$ cat src/rtl/fp_mul_pkg.sv
// Shared types and constants for the sequential single-precision multiplier.
package fp_mul_pkg;
  typedef enum logic [1:0] {IDLE, BOOTH, NORM_RND, DONE} state_t;

  typedef enum logic [2:0] {
    RM_RNE = 3'd0,
    RM_RTZ = 3'd1,
    RM_RDN = 3'd2,
    RM_RUP = 3'd3,
    RM_RMM = 3'd4
  } rmode_t;

  localparam int          EXP_BIAS    = 127;
  localparam logic [31:0] QNAN        = 32'h7FC00000;
  localparam logic [30:0] MAX_FIN     = 31'h7F7FFFFF;
  localparam int          BOOTH_STEPS = 13;
endpackage

$ cat src/rtl/booth_r4_pp.sv
// Radix-4 Booth partial-product selector: one 3-bit multiplier group picks
// 0, +-X or +-2X, returned as a 48-bit two's-complement value shifted by 2*idx.
module booth_r4_pp (
  input  logic [2:0]  grp,
  input  logic [23:0] mant_x,
  input  logic [3:0]  idx,
  output logic [47:0] pp
);
  logic [47:0] mag;
  logic        neg;

  always_comb begin
    mag = '0;
    neg = 1'b0;
    case (grp)
      3'b001, 3'b010: mag = {24'b0, mant_x};
      3'b011:         mag = {23'b0, mant_x, 1'b0};
      3'b100: begin
        mag = {23'b0, mant_x, 1'b0};
        neg = 1'b1;
      end
      3'b101, 3'b110: begin
        mag = {24'b0, mant_x};
        neg = 1'b1;
      end
      default: ;
    endcase
    pp = (neg ? (~mag + 48'd1) : mag) << {idx, 1'b0};
  end
endmodule

$ cat src/rtl/fp_mul_seq.sv
// Sequential IEEE-754 single multiplier: 13-step radix-4 Booth core, then one
// normalize/round cycle. FP_MUL_SEQ_FULLPROD_EN adds the frc_Z_full output.
module fp_mul_seq
  import fp_mul_pkg::*;
(
  input  logic        clk,
  input  logic        rst_n,
  input  logic        in_valid,
  output logic        in_ready,
  input  logic [31:0] fp_X,
  input  logic [31:0] fp_Y,
  input  logic [2:0]  r_mode,
  output logic        out_valid,
  input  logic        out_ready,
  output logic [31:0] fp_Z,
  output logic        ovrf,
  output logic        udrf,
  output state_t      fsm_state
`ifdef FP_MUL_SEQ_FULLPROD_EN
  ,output logic [47:0] frc_Z_full
`endif
);
  // Handshakes: a transfer happens on a rising edge where valid && ready;
  // in_ready only in IDLE, out_valid only in DONE, so they never coincide.
  state_t      state, state_nx;
  logic [3:0]  step;
  logic [47:0] prod, pp;
  logic [23:0] mant_x, mant_y;
  logic [7:0]  exp_x, exp_y;
  logic        sign_z;
  rmode_t      rm;
  logic [26:0] mplr;
  logic        accept;

  assign in_ready  = (state == IDLE);
  assign out_valid = (state == DONE);
  assign fsm_state = state;
  assign accept    = in_valid && in_ready;
  assign mplr      = {2'b00, mant_y, 1'b0};

  // Operand classification straight off the inputs, used only at accept.
  logic x_max, y_max, x_nan, y_nan, x_inf, y_inf, x_zero, y_zero, special;
  logic [31:0] special_z;
  assign x_max   = &fp_X[30:23];
  assign y_max   = &fp_Y[30:23];
  assign x_nan   = x_max & (|fp_X[22:0]);
  assign y_nan   = y_max & (|fp_Y[22:0]);
  assign x_inf   = x_max & ~(|fp_X[22:0]);
  assign y_inf   = y_max & ~(|fp_Y[22:0]);
  assign x_zero  = ~(|fp_X[30:23]);
  assign y_zero  = ~(|fp_Y[30:23]);
  assign special = x_max | y_max | x_zero | y_zero;

  always_comb begin
    special_z = {fp_X[31] ^ fp_Y[31], 31'b0};
    if (x_nan || y_nan || (x_inf && y_zero) || (y_inf && x_zero))
      special_z = QNAN;
    else if (x_inf || y_inf)
      special_z = {fp_X[31] ^ fp_Y[31], 8'hFF, 23'b0};
  end

  booth_r4_pp u_pp (
    .grp    (mplr[{step, 1'b0} +: 3]),
    .mant_x (mant_x),
    .idx    (step),
    .pp     (pp)
  );

  // Normalize, round and range-check the finished product.
  logic               norm, guard, sticky, inc, carry;
  logic [22:0]        frac_t, frac_r;
  logic [24:0]        sum;
  logic signed [9:0]  exp_pre, exp_r;
  logic               ovf, unf;
  logic [31:0]        ovf_z, rnd_z;

  always_comb begin
    norm    = prod[47];
    frac_t  = norm ? prod[46:24] : prod[45:23];
    guard   = norm ? prod[23] : prod[22];
    sticky  = norm ? |prod[22:0] : |prod[21:0];
    case (rm)
      RM_RNE:  inc = guard & (sticky | frac_t[0]);
      RM_RDN:  inc = sign_z & (guard | sticky);
      RM_RUP:  inc = ~sign_z & (guard | sticky);
      RM_RMM:  inc = guard;
      default: inc = 1'b0;
    endcase
    sum     = {2'b01, frac_t} + {24'b0, inc};
    carry   = sum[24];
    frac_r  = carry ? sum[23:1] : sum[22:0];
    exp_pre = {2'b00, exp_x} + {2'b00, exp_y} - 10'(EXP_BIAS) + {9'b0, norm};
    exp_r   = exp_pre + {9'b0, carry};
    ovf     = (exp_r >= 10'sd255);
    unf     = (exp_r <= 10'sd0);
    case (rm)
      RM_RTZ:  ovf_z = {sign_z, MAX_FIN};
      RM_RDN:  ovf_z = sign_z ? {1'b1, 8'hFF, 23'b0} : {1'b0, MAX_FIN};
      RM_RUP:  ovf_z = sign_z ? {1'b1, MAX_FIN} : {1'b0, 8'hFF, 23'b0};
      default: ovf_z = {sign_z, 8'hFF, 23'b0};
    endcase
    if (ovf)      rnd_z = ovf_z;
    else if (unf) rnd_z = {sign_z, 31'b0};
    else          rnd_z = {sign_z, exp_r[7:0], frac_r};
  end

  always_ff @(posedge clk) begin
    if (!rst_n) state <= IDLE;
    else        state <= state_nx;
  end

  always_comb begin
    state_nx = state;
    case (state)
      IDLE:     if (accept) state_nx = special ? DONE : BOOTH;
      BOOTH:    if (step == 4'(BOOTH_STEPS - 1)) state_nx = NORM_RND;
      NORM_RND: state_nx = DONE;
      DONE:     if (out_ready) state_nx = IDLE;
      default:  state_nx = IDLE;
    endcase
  end

  always_ff @(posedge clk) begin
    if (!rst_n) begin
      step   <= '0;
      prod   <= '0;
      fp_Z   <= '0;
      ovrf   <= 1'b0;
      udrf   <= 1'b0;
      mant_x <= '0;
      mant_y <= '0;
      exp_x  <= '0;
      exp_y  <= '0;
      sign_z <= 1'b0;
      rm     <= RM_RNE;
`ifdef FP_MUL_SEQ_FULLPROD_EN
      frc_Z_full <= '0;
`endif
    end else begin
      case (state)
        IDLE: if (accept) begin
          mant_x <= {1'b1, fp_X[22:0]};
          mant_y <= {1'b1, fp_Y[22:0]};
          exp_x  <= fp_X[30:23];
          exp_y  <= fp_Y[30:23];
          sign_z <= fp_X[31] ^ fp_Y[31];
          rm     <= (r_mode > 3'd4) ? RM_RNE : rmode_t'(r_mode);
          step   <= '0;
          prod   <= '0;
          if (special) begin
            fp_Z <= special_z;
            ovrf <= 1'b0;
            udrf <= 1'b0;
`ifdef FP_MUL_SEQ_FULLPROD_EN
            frc_Z_full <= '0;
`endif
          end
        end
        BOOTH: begin
          prod <= prod + pp;
          step <= (step == 4'(BOOTH_STEPS - 1)) ? 4'd0 : step + 4'd1;
        end
        NORM_RND: begin
          fp_Z <= rnd_z;
          ovrf <= ovf;
          udrf <= unf & ~ovf;
`ifdef FP_MUL_SEQ_FULLPROD_EN
          frc_Z_full <= prod;
`endif
        end
        default: ;
      endcase
    end
  end
endmodule

$ cat config.mk
export PLATFORM = sky130hd
export DESIGN_NAME = fp_mul_seq
export DESIGN_NICKNAME = d
export VERILOG_FILES = /design/src/rtl/fp_mul_pkg.sv /design/src/rtl/booth_r4_pp.sv /design/src/rtl/fp_mul_seq.sv
export SDC_FILE = /design/constraint.sdc
export NUM_CORES = 1
export LEC_CHECK = 0
export BUFFER_PORTS_ARGS = -buffer_cell sky130_fd_sc_hd__buf_2
export CAP_MARGIN = 0
export CORE_UTILIZATION = 59
export CTS_CLUSTER_DIAMETER = 50
export DETAILED_ROUTE_END_ITERATION = 16
export GPL_TIMING_DRIVEN = 0
export PLACE_DENSITY = 0.85
export SYNTH_ARGS = -nofsm -noshare
export SYNTH_HDL_FRONTEND = slang
export SYNTH_SLANG_ARGS = --single-unit
$ cat constraint.sdc
create_clock -name clk -period 14.2 [get_ports clk]
set_clock_uncertainty 0.15 [all_clocks]
set_input_delay 0.71 -clock clk [delete_from_list [all_inputs] [get_ports clk]]
set_output_delay 0.71 -clock clk [all_outputs]
set_load 0.02 [all_outputs]
# == Word-level counts from Yosys, hierarchy flattened ==
# Cells that the tools add are included.
# totals
in_bits,71
output_inout_bits,38
elab_cells,123
reg_bits,156
# classes
reduce_logical,26
bitwise,21
shifts,2
magnitude_cmp,3
n_addsub,8
n_eq_ne,18
n_mux,33
# op_table
operator,count
$mux W32,6
$mux W48,2
$pmux W32 S3,1
$pmux W48 S2,1
$reduce_or A23 Y1,3
$pmux W32 S2,1
$mux W31,2
$pmux W25 S2,1
$add A48 B1 Y48 const B,1
$add A48 B48 Y48,1
$not A25 Y48,1
$shl A48 B5 Y48,1
$mux W23,2
$shiftx A27 B6 Y3,1
$add A24 B1 Y25,1
$reduce_or A22 Y1,1
$add A10 B1 Y10,2
$reduce_and A8 Y1,2
$reduce_or A8 Y1,2
$eq A3 B2 Y1 const B,4
$eq A3 B3 Y1 const B,4
$ge A10 B9 Y1 const B,1
$le A10 B1 Y1 const B,1
$sub A9 B7 Y10 const B,1
other kinds (31),68

# == Depth between registers and ports, before layout ==
# Gate-level depths: netlist of the first run.
# logic_depth
ltp_word,11
mapped_depth,45
depth_no_buf,35

# == Cells and area by module ==
# Synthesis of the first run repeated with hierarchy kept, for this count alone.
# hier_totals
cells_unflattened,2055
area_unflattened_um2,14576.5
# by_module_without_submodules
module,area_each_um2,n_inst,seq_area_each_um2,cells_each
fp_mul_seq,10443.8,1,3103.0,1366
booth_r4_pp,4132.7,1,0.0,689

# == Worst setup path before layout of the first run ==
# No wires, ideal clock.
# synth_timing
kind,register to register
startpoint,reg step[0]
endpoint,reg prod[47]
required_time_ns,13.976
path_stages_with_launch,45
period_less_slack_ns,8.977
arrival_time_ns,8.753
n_path_buf,9
setup_ns,0.074
setup_slack_ns,5.223
cell_sequence,dfxtp_1 > buf_6 > clkbuf_1 > buf_1 > clkbuf_1 > clkbuf_1 > nor2_1 > nand2_1 > o21ai_0 > nand2_1 > o21a_1 > inv_1 > ha_1 > clkbuf_1 > inv_1 > a21oi_1 > a21oi_1 > nand2_1 > [9 not listed] > xnor2_1 > mux2_2 > mux2_2 > mux2i_1 > mux2i_1 > ha_1 > nand2_1 > o21ai_0 > nor4_1 > o41a_1 > a211o_1 > o2111a_1 > nor4_1 > nor2_1 > a21oi_1 > xor2_1 > or3_1 > o21ai_0
# synth_between
elab_chain_len,10
word_cells_on_any_way,18
classes_between,add/sub (2); eq/ne (6); shift (2); mux (4); bitwise (1); reduce/logical (3)
# synth_lines
item,line,rtl
from (decl),fp_mul_seq.sv:26,logic [3:0] step;
from (signal assigned),fp_mul_seq.sv:161,step <= (step == 4'(BOOTH_STEPS - 1)) ? 4'd0 : step + 4'd1;
$shiftx A27 B6 Y3,fp_mul_seq.sv:63,".grp (mplr[{step, 1'b0} +: 3]),"
"$eq A3 B1 Y1, or another cell as far along",booth_r4_pp.sv:15,case (grp)
$reduce_or A4 Y1 (no source line) or $reduce_or A2 Y1 (tied branches),-,
$pmux W25 S2,booth_r4_pp.sv:15,
$not A25 Y48,booth_r4_pp.sv:28,"pp = (neg ? (~mag + 48'd1) : mag) << {idx, 1'b0};"
$add A48 B1 Y48,booth_r4_pp.sv:28,
$mux W48,booth_r4_pp.sv:28,
$shl A48 B5 Y48 (*),booth_r4_pp.sv:28,
$add A48 B48 Y48 (*),fp_mul_seq.sv:160,prod <= prod + pp;
$pmux W48 S2 (*),fp_mul_seq.sv:140,case (state)
to (signal assigned),fp_mul_seq.sv:160,
to (decl),fp_mul_seq.sv:27,"logic [47:0] prod, pp;"
# Every way passes the cells marked *; elsewhere a longest branch is shown, timed or not.
# A chain may end at the register's enable or synchronous reset.

# == Worst setup path in the final report of the first run ==
# Ends and elaborated chain as after synthesis.

==> results.py, run 1 <==
metrics = {
    "clock_tree": {
        "cts_resized": 0,
        "clk_pin_slew_ns": 0.08,
        "post_cts_buffers": 0,
        "cts_hold_buf": 0,
        "cts_tree": "built",
        "clkSinkCount": 155,
        "root_buffer": "clkbuf_16",
        "clockBufferDepth": 2,
        "cts_inserted_buffers": 17,
        "clkLatencyLatePin_ns": 0.46,
        "ctsHtreeMaxLevel": 4,
    },
    "status": {
        "status": "finished clean",
    },
    "timing": {
        "min_period_over_period": 0.816,
        "slew_headroom": 0.127,
        "setup_violations": 0,
        "tightest_slew_ns": 1.29,
        "rsz0062_at_grt": "false",
        "fmax_mhz": 86.3,
        "min_period_ns": 11.59,
        "setup_tns_ns": 0,
        "finalHoldViolCount": 0,
        "maxSlewViolCount": 0,
    },
    "pwr": {
        "p_int_w": 0.00106,
        "p_switching_w": 0.000978,
        "seqPwrFrac": 0.265,
        "power_density_nw_per_um2": 137,
        "p_total_w": 0.00204,
        "comb_power_share": 0.501,
        "clockPowerShare": 0.233,
        "p_leak_nw": 6.20,
        "swShare": 0.479,
        "peakVddDrop_uv": 87.8,
    },
    "worst_setup_path": {
        "path_depth": 44,
        "max_stage_delay_ns": 0.67,
        "reg2regPathDepth": 44,
        "critPathBufInv": 11,
        "reg2reg_from": "step[0]",
        "cpMostUsedCell": "clkbuf_1",
        "setup.worst_path.class": "reg -> reg",
        "crit_required_ns": 14.41,
        "path_delay_family": "compound AO/OA/AOI/OAI gates",
        "arrival_ns": 11.79,
        "reg2reg_to": "prod[47]",
        "cp_slowest_cell": "a2111oi_4",
        "crit_fanout": 10,
        "cp-end-kind": "flip-flop",
        "startpoint_type": "flip-flop",
        "rrSetupSlack_ns": 2.61,
    },
    "routing": {
        "routed_wl_um": 45100,
        "num_vias": 14800,
        "drc_errors": 0,
        "first_pass_iters": 6,
        "drt_iter0_markers": 1549,
        "routed_via_density": 6.62,
        "antenna_left": 0,
        "wl_per_cell_um": 20.2,
    },
    "yosys": {
        "seq_area_frac_synth": 0.233,
        "synth_area_um2": 13300,
        "syn_inst": 1812,
        "synth-edff-count": 0,
        "syn_avg_cell_area_um2": 7.36,
        "ys_ff_latch": 155,
        "synth.most_common_cell": "nand2_1",
        "synth_top_cell_area_share": 0.233,
        "synth_cell_types": 87,
        "syn_nets": 1962,
        "synth_area_leaders": "dfxtp_1 (23%), nand2_1 (7.5%), ha_1 (7.1%), a21oi_1 (7.0%), o21ai_0 (4.2%)",
        "synth_commonest_cells": "nand2_1 (268), a21oi_1 (187), dfxtp_1 (155), nor2_1 (118), o21ai_0 (113)",
        "synth_flop_cell": "dfxtp_1",
        "yosysTopAreaCell": "dfxtp_1",
        "synthArstFlopShare": 0,
        "yosysWarnings": 0,
    },
    "die": {
        "core_area_um2": 22000,
        "start_util": 0.606,
        "fp.dieArea_um2": 23200,
        "die_w_um": 152,
        "die_h_um": 152,
        "std_cell_rows": 54,
        "io_pins": 109,
    },
    "placed_design": {
        "globalplace.congestion": 1.03,
        "dp_hpwl_um": 35000,
        "port_buffers": 107,
    },
    "finish": {
        "drive_gt1_frac": 0.0963,
        "fin_nets": 2089,
        "synthToLayoutAreaGrowth_pct": 11.4,
    },
    "global_route": {
        "grt_max_degree": 20,
        "first_global_vias": 13700,
        "antenna_found_initial": 1,
        "grt_pass1_wl_um": 71500,
        "grt.overflow.total": 0,
        "grtUsageTotal": 0.382,
    },
    "hold_path": {
        "hold_depth": 2,
        "hp-class": "reg -> reg",
        "hold_start": "fp_Z[18]",
        "holdPathEnd": "fp_Z[18]",
    },
    "run": {
        "cap_violations": 0,
    },
}
-- power by group through the flow --
| stage | combinational (W) | clock (W) | sequential (W) |
|---|---|---|---|
| 2_1_floorplan | 0.000698 | 0 | 0.000536 |
| 3_3_place_gp | 0.000960 | 0 | 0.000545 |
| 3_5_place_dp | 0.000982 | 0 | 0.000548 |
| 4_1_cts | 0.000993 | 0.000474 | 0.000538 |
| 5_1_grt | 0.00110 | 0.000493 | 0.000546 |
| 6_report | 0.00102 | 0.000476 | 0.000541 |
-- through the flow --
step	hold WS, ns	util	instance area [µm²]	std cells	setup slack (ns)
floorplan	0.283	-	13300	1812	5.22
finish	0.303	0.675	14900	2233	2.61
detailed placement	0.289	0.647	14200	2200	3.06
CTS	0.306	0.675	14900	2232	2.94
global placement	0.283	0.646	14200	2199	3.08
global route	0.326	0.675	14900	2233	1.83
-- how the worst max path moves through the flow --
stage                     startpoint        to
after floorplan              step[0]  prod[47]
after global placement       step[0]  prod[46]
after detailed placement     step[0]  prod[47]
after CTS                    step[0]  prod[47]
after global routing         step[0]  prod[47]
final                        step[0]  prod[47]
-- area by class of cell --
class | count | area, µm²
inverters | 51 | 191
clock buffers | 17 | 425
plain buffers | 115 | 453
repair buffers | 108 | 546
well taps | 280 | 350
flip-flops and latches | 155 | 3100
fillers | 1916 | 7160
diodes | 1 | 2.50
multi-input cells | 1491 | 9600
clock inverters | 15 | 198
-- worst register-to-register path, delay by kind of cell, from the launching register on --
family	cells	cell delay, ns
xor+xnor	2	0.23
flops	1	0.36
simple gates	11	1.93
fa+ha+maj	3	0.87
buf+inv	11	3.20
mux	4	1.10
compound gates	13	3.62
-- placed cells by master (no fill, tap or decap), types with 10 or more instances in the layout --
| master | n |
|---|---|
| a211oi_1 | 25 |
| a21oi_1 | 187 |
| a31oi_1 | 22 |
| xnor2_1 | 45 |
| nor4_1 | 27 |
| inv_1 | 49 |
| nor3_1 | 30 |
| and3_1 | 12 |
| ha_1 | 76 |
| nand2b_1 | 14 |
| mux2_2 | 12 |
| buf_1 | 14 |
| mux2i_1 | 45 |
| xor2_1 | 28 |
| or3_1 | 11 |
| nor2_1 | 118 |
| nor2b_1 | 48 |
| a21o_1 | 40 |
| a211o_1 | 12 |
| o21ai_1 | 10 |
| o21a_1 | 17 |
| and2_1 | 18 |
| clkbuf_1 | 94 |
| nand2_1 | 268 |
| o21bai_1 | 13 |
| o21ai_0 | 113 |
| nand3_1 | 31 |
| buf_2 | 112 |
| a22oi_1 | 45 |
| dfxtp_1 | 155 |
| a21boi_0 | 41 |
| nand4_1 | 19 |
| clkbuf_16 | 17 |
| o22ai_1 | 12 |
-- sequential cells by signal (all words and copies together), names as in the netlist --
name and cells:
exp_x 8, exp_y 8, fp_Z 32, fsm_state 2
mant_x 24, mant_y 23, ovrf 1, prod 48
rm 3, sign_z 1, step 4, udrf 1
-- metal layers --
| layer | vias up | track usage | routed length, µm | part of all wire |
|---|---|---|---|---|
| met3 | 133 | 0.0623 | 4430 | 0.098 |
| met4 | 0 | 0.173 | 1740 | 0.039 |
| met2 | 890 | 0.615 | 20100 | 0.45 |
| li1 | 6914 | - | - | - |
| met5 | - | 0 | 0 | 0 |
| met1 | 6845 | 0.503 | 18800 | 0.42 |
-- logic make-up (layout without fill, tap and decap cells) --
group | Yosys count | after routing | share of synthesized area
buf+inv | 166 | 306 | 0.0483
fa+ha+maj | 79 | 79 | 0.0758
mux | 66 | 66 | 0.0585
simple gates | 636 | 636 | 0.225
compound gates | 637 | 637 | 0.312
other cells | 0 | 1 | 0
flops | 155 | 155 | 0.233
xor+xnor | 73 | 73 | 0.0479
Note: power is estimated with default switching activity, not from simulation.
==> run 2, diff against run 1 <==
- clock period: 14.2 -> 11.4 ns (I/O delays scaled with it)
==> results.py, run 2 (synthesis gave the netlist of run 1 again) <==
metrics = {
    "pwr": {
        "seqPwrFrac": 0.264,
        "clockPowerShare": 0.233,
        "swShare": 0.479,
        "comb_power_share": 0.503,
        "peakVddDrop_uv": 110,
        "p_switching_w": 0.00122,
        "p_leak_nw": 6.22,
        "power_density_nw_per_um2": 171,
        "p_int_w": 0.00133,
    },
    "die": {
        "std_cell_rows": 54,
        "start_util": 0.606,
        "die_h_um": 152,
        "core_area_um2": 22000,
        "fp.dieArea_um2": 23200,
        "die_w_um": 152,
        "io_pins": 109,
    },
    "worst_setup_path": {
        "cp-end-kind": "flip-flop",
        "startpoint": "step[0]",
        "rrSetupSlack_ns": 0.70,
        "max_stage_delay_ns": 0.65,
        "path_delay_family": "compound AO/OA/AOI/OAI gates",
        "crit_fanout": 10,
        "reg2reg_from": "step[0]",
        "setup.worst_path.class": "reg -> reg",
        "reg2regPathDepth": 41,
        "reg2reg_to": "prod[47]",
        "cp_slowest_cell": "buf_1",
        "worstSetupEndpoint": "prod[47]",
        "startpoint_type": "flip-flop",
        "path_depth": 41,
        "critPathBufInv": 10,
        "crit_required_ns": 11.61,
        "arrival_ns": 10.92,
    },
    "finish": {
        "drive_gt1_frac": 0.0993,
        "synthToLayoutAreaGrowth_pct": 11.6,
        "fill_cells": 1914,
        "layout_common_cells": "nand2_1 (268), a21oi_1 (186), dfxtp_1 (155)",
        "mostFrequentLayoutCell": "nand2_1",
        "reg_top3": "prod (48), fp_Z (32), mant_x (24)",
        "fin_nets": 2091,
        "top_register": "prod",
        "final_core_util": 0.676,
        "largest_reg_flops": 48,
    },
    "timing": {
        "tightest_slew_ns": 1.31,
        "min_period_over_period": 0.939,
        "setup_tns_ns": 0,
        "fmax_mhz": 93.4,
        "slew_headroom": 0.115,
        "min_period_ns": 10.70,
        "finalHoldViolCount": 0,
        "timing.final.ws_setup_ns": 0.695,
        "setup_violations": 0,
        "whs_ns": 0.208,
        "rsz0062_at_grt": "false",
        "maxSlewViolCount": 0,
    },
    "clock_tree": {
        "cts_inserted_buffers": 17,
        "root_buffer": "clkbuf_16",
        "ctsHtreeMaxLevel": 4,
        "clkLatencyLatePin_ns": 0.46,
        "clkSinkCount": 155,
        "clk_pin_slew_ns": 0.08,
        "clockBufferDepth": 2,
        "cts_tree": "built",
    },
    "routing": {
        "drc_errors": 0,
        "wl_per_cell_um": 20.2,
        "drt_iter0_markers": 1688,
        "num_vias": 14800,
        "routed_wl_um": 45200,
        "antenna_left": 0,
        "first_pass_iters": 6,
        "routed_via_density": 6.64,
    },
    "placed_design": {
        "port_buffers": 107,
        "globalplace.congestion": 1.03,
        "dp_hpwl_um": 35000,
        "pre_cts_ws_ns": 0.258,
    },
    "global_route": {
        "antenna_found_initial": 1,
        "grt_pass1_wl_um": 71500,
        "grtUsageTotal": 0.382,
        "first_global_vias": 13700,
        "grt.overflow.total": 0,
        "grt_max_degree": 20,
    },
    "hold_path": {
        "hp-class": "in -> reg",
        "hold_start": "fp_X[8]",
    },
    "status": {
        "status": "finished clean",
    },
    "run": {
        "cap_violations": 0,
    },
}
run 2: cell count changes in the layout (fill, tap and decap cells not counted):
cell / change
clkbuf_2: +3
a21oi_2: +1
buf_1: -1
buf_4: +2
a21oi_1: -1
clkbuf_1: -2
run 2: power groups by stage:
stage / sequential [W] / clock, W / combinational [W]
after CTS: 0.000670 / 0.000591 / 0.00124
after detailed placement: 0.000683 / 0 / 0.00122
after global placement: 0.000679 / 0 / 0.00120
after global routing: 0.000680 / 0.000614 / 0.00138
final: 0.000674 / 0.000595 / 0.00128
after floorplan: 0.000668 / 0 / 0.000869
run 2: metrics by stage:
stage               total power, W  cell area, µm²  cells
finish                     0.00255           14900   2235
global route               0.00267           14900   2235
CTS                        0.00250           14900   2232
detailed placement         0.00191           14200   2200
global placement           0.00188           14200   2199
floorplan                  0.00154           13300   1812
run 2: layout make-up:
| type | count | area (µm²) | area share |
|---|---|---|---|
| Inverter | 51 | 191 | 0.0129 |
| Buffer | 115 | 457 | 0.0307 |
| Antenna cell | 1 | 2.50 | 0.000168 |
| Tap cell | 280 | 350 | 0.0235 |
| Clock buffer | 17 | 425 | 0.0286 |
| Multi-Input combinational cell | 1491 | 9600 | 0.645 |
| Clock inverter | 15 | 198 | 0.0133 |
| Sequential cell | 155 | 3100 | 0.208 |
| Timing Repair Buffer | 110 | 561 | 0.0376 |
run 2: timing repair:
item,CTS,global route
setup buffers,0,2
endpoints found under the setup margin,0,22
hold buffers,0,0
gates resized for setup,0,6
run 2: worst min-delay path by stage:
stage / slack (ns) / to / cells past startpoint
2_1_floorplan: 0.28 / mant_y[12] / 2
3_3_place_gp: 0.28 / fp_Z[18] / 2
3_5_place_dp: 0.29 / fp_Z[18] / 2
4_1_cts: 0.22 / mant_x[8] / 3
5_1_grt: 0.23 / exp_y[5] / 3
6_report: 0.21 / mant_x[8] / 3
run 2: routing by layer:
| metal | up-vias | track usage | part of all wire |
|---|---|---|---|
| met4 | 0 | 0.173 | 0.041 |
| met3 | 147 | 0.0623 | 0.096 |
| met2 | 861 | 0.615 | 0.44 |
| met1 | 6906 | 0.503 | 0.42 |
| li1 | 6921 | - | - |
| met5 | - | 0 | 0 |
run 2: tightest hold or removal path: cells and delay by family:
family | cells | cell delay (ns)
buffers and inverters | 1 | 0.10
and+or+nand+nor | 1 | 0.04
AOI/OAI and AO/OA | 1 | 0.06
==> run 3, diff against run 2 <==
- CORE_UTILIZATION: 59 -> 35
- PLACE_DENSITY: 0.85 -> 0.57
==> results.py, run 3 (synthesis gave the netlist of run 1 again) <==
metrics = {
    "status": {
        "status": "finished clean",
    },
    "clock_tree": {
        "cts_tree": "built",
        "root_buffer": "clkbuf_16",
        "clkSinkCount": 155,
        "clkLatencyLatePin_ns": 0.46,
        "clockBufferDepth": 2,
        "clk_pin_slew_ns": 0.08,
        "cts_inserted_buffers": 17,
        "ctsHtreeMaxLevel": 4,
    },
    "timing": {
        "whs_ns": 0.225,
        "tightest_slew_ns": 1.30,
        "timing.final.ws_setup_ns": 0.761,
        "slew_headroom": 0.126,
        "setup_tns_ns": 0,
        "rsz0062_at_grt": "false",
        "finalHoldViolCount": 0,
        "min_period_ns": 10.64,
        "fmax_mhz": 94.0,
        "min_period_over_period": 0.933,
        "maxSlewViolCount": 0,
        "setup_violations": 0,
    },
    "hold_path": {
        "hold_depth": 3,
        "hp-class": "in -> reg",
    },
    "pwr": {
        "p_leak_nw": 6.21,
        "p_switching_w": 0.00120,
        "comb_power_share": 0.499,
        "swShare": 0.464,
        "peakVddDrop_uv": 124,
        "seqPwrFrac": 0.261,
        "p_int_w": 0.00138,
        "power_density_nw_per_um2": 170,
        "clockPowerShare": 0.240,
    },
    "placed_design": {
        "globalplace.congestion": 0.991,
        "dpl.cell_count": 2430,
        "port_buffers": 107,
        "pre_cts_ws_ns": -0.120,
        "dp_hpwl_um": 37300,
    },
    "routing": {
        "antenna_left": 0,
        "num_vias": 14300,
        "first_pass_iters": 6,
        "routed_wl_um": 47400,
        "routed_via_density": 5.79,
        "drc_errors": 0,
        "wl_per_cell_um": 19.2,
        "drt_iter0_markers": 1322,
    },
    "die": {
        "fp.dieArea_um2": 38900,
        "std_cell_rows": 71,
        "core_area_um2": 37600,
        "die_h_um": 197,
        "start_util": 0.355,
        "die_w_um": 197,
        "io_pins": 109,
    },
    "global_route": {
        "grt.overflow.total": 0,
        "antenna_found_initial": 2,
        "grtUsageTotal": 0.244,
        "grt_max_degree": 17,
        "first_global_vias": 13200,
        "grt_pass1_wl_um": 75000,
    },
    "worst_setup_path": {
        "path_depth": 44,
        "cp_slowest_cell": "o41a_1",
        "reg2regPathDepth": 44,
        "cp-end-kind": "flip-flop",
        "crit_fanout": 19,
        "arrival_ns": 10.86,
        "max_stage_delay_ns": 0.46,
        "critPathBufInv": 11,
        "crit_required_ns": 11.62,
        "path_delay_family": "compound AO/OA/AOI/OAI gates",
        "startpoint_type": "flip-flop",
        "setup.worst_path.class": "reg -> reg",
    },
    "finish": {
        "mostFrequentLayoutCell": "nand2_1",
        "top_register": "prod",
        "largest_reg_flops": 48,
        "fin_cells": 2465,
        "fin_nets": 2090,
        "drive_gt1_frac": 0.0998,
        "layout_common_cells": "nand2_1 (268), a21oi_1 (186), dfxtp_1 (155)",
        "fill_cells": 4010,
        "synthToLayoutAreaGrowth_pct": 13.7,
        "reg_top3": "prod (48), fp_Z (32), mant_x (24)",
    },
    "run": {
        "cap_violations": 0,
    },
}
[run 3: worst min-delay path: cells and delay by family]
| family | cells | cell delay (ns) |
|---|---|---|
| and+or+nand+nor | 1 | 0.05 |
| AOI/OAI and AO/OA | 1 | 0.05 |
| buffers and inverters | 1 | 0.10 |
[run 3: layout make-up]
cell class / instances / area, µm² / area share
clock buffers: 20 / 447 / 0.0294
plain buffers: 114 / 462 / 0.0304
multi-input cells: 1491 / 9610 / 0.633
well taps: 511 / 639 / 0.0421
repair buffers: 110 / 558 / 0.0368
diodes: 1 / 2.50 / 0.000165
clock inverters: 12 / 163 / 0.0107
flip-flops and latches: 155 / 3100 / 0.205
inverters: 51 / 191 / 0.0126
[run 3: per-stage QoR]
stage	util	area [µm²]	total power [W]
2_1_floorplan	-	13300	0.00154
4_1_cts	0.403	15100	0.00256
5_1_grt	0.404	15200	0.00274
6_report	0.404	15200	0.00258
3_5_place_dp	0.387	14500	0.00193
3_3_place_gp	0.386	14500	0.00192
[run 3: power groups by stage]
stage / Clock, W / Sequential [W] / Combinational (W)
after CTS: 0.000627 / 0.000673 / 0.00126
after global routing: 0.000650 / 0.000683 / 0.00140
after floorplan: 0 / 0.000668 / 0.000869
after detailed placement: 0 / 0.000685 / 0.00125
final: 0.000618 / 0.000674 / 0.00129
after global placement: 0 / 0.000683 / 0.00124
[run 3: path summary, 6_finish.rpt]
kind	startpoint	endpoint	slack (ns)
worst max-delay path	step[0]	prod[47]	0.76
worst min-delay path	fp_Y[7]	mant_y[7]	0.23
worst max register to register	step[0]	prod[47]	0.76
worst min register to register	fp_Z[17]	fp_Z[17]	0.30
[run 3: what timing repair did]
action                     CTS  global route
buffers inserted             0             3
gates resized for setup      3             7
hold buffers                 0             0
pin swaps                    0             1
setup endpoints to repair    1            16
[run 3: routing by layer]
layer / vias to the layer above / wire [µm] / global-route usage
li1: 6906 / - / -
met1: 6778 / 22400 / 0.347
met2: 508 / 20900 / 0.385
met3: 80 / 2860 / 0.0283
met4: 2 / 1200 / 0.0749
met5: - / 13 / 0
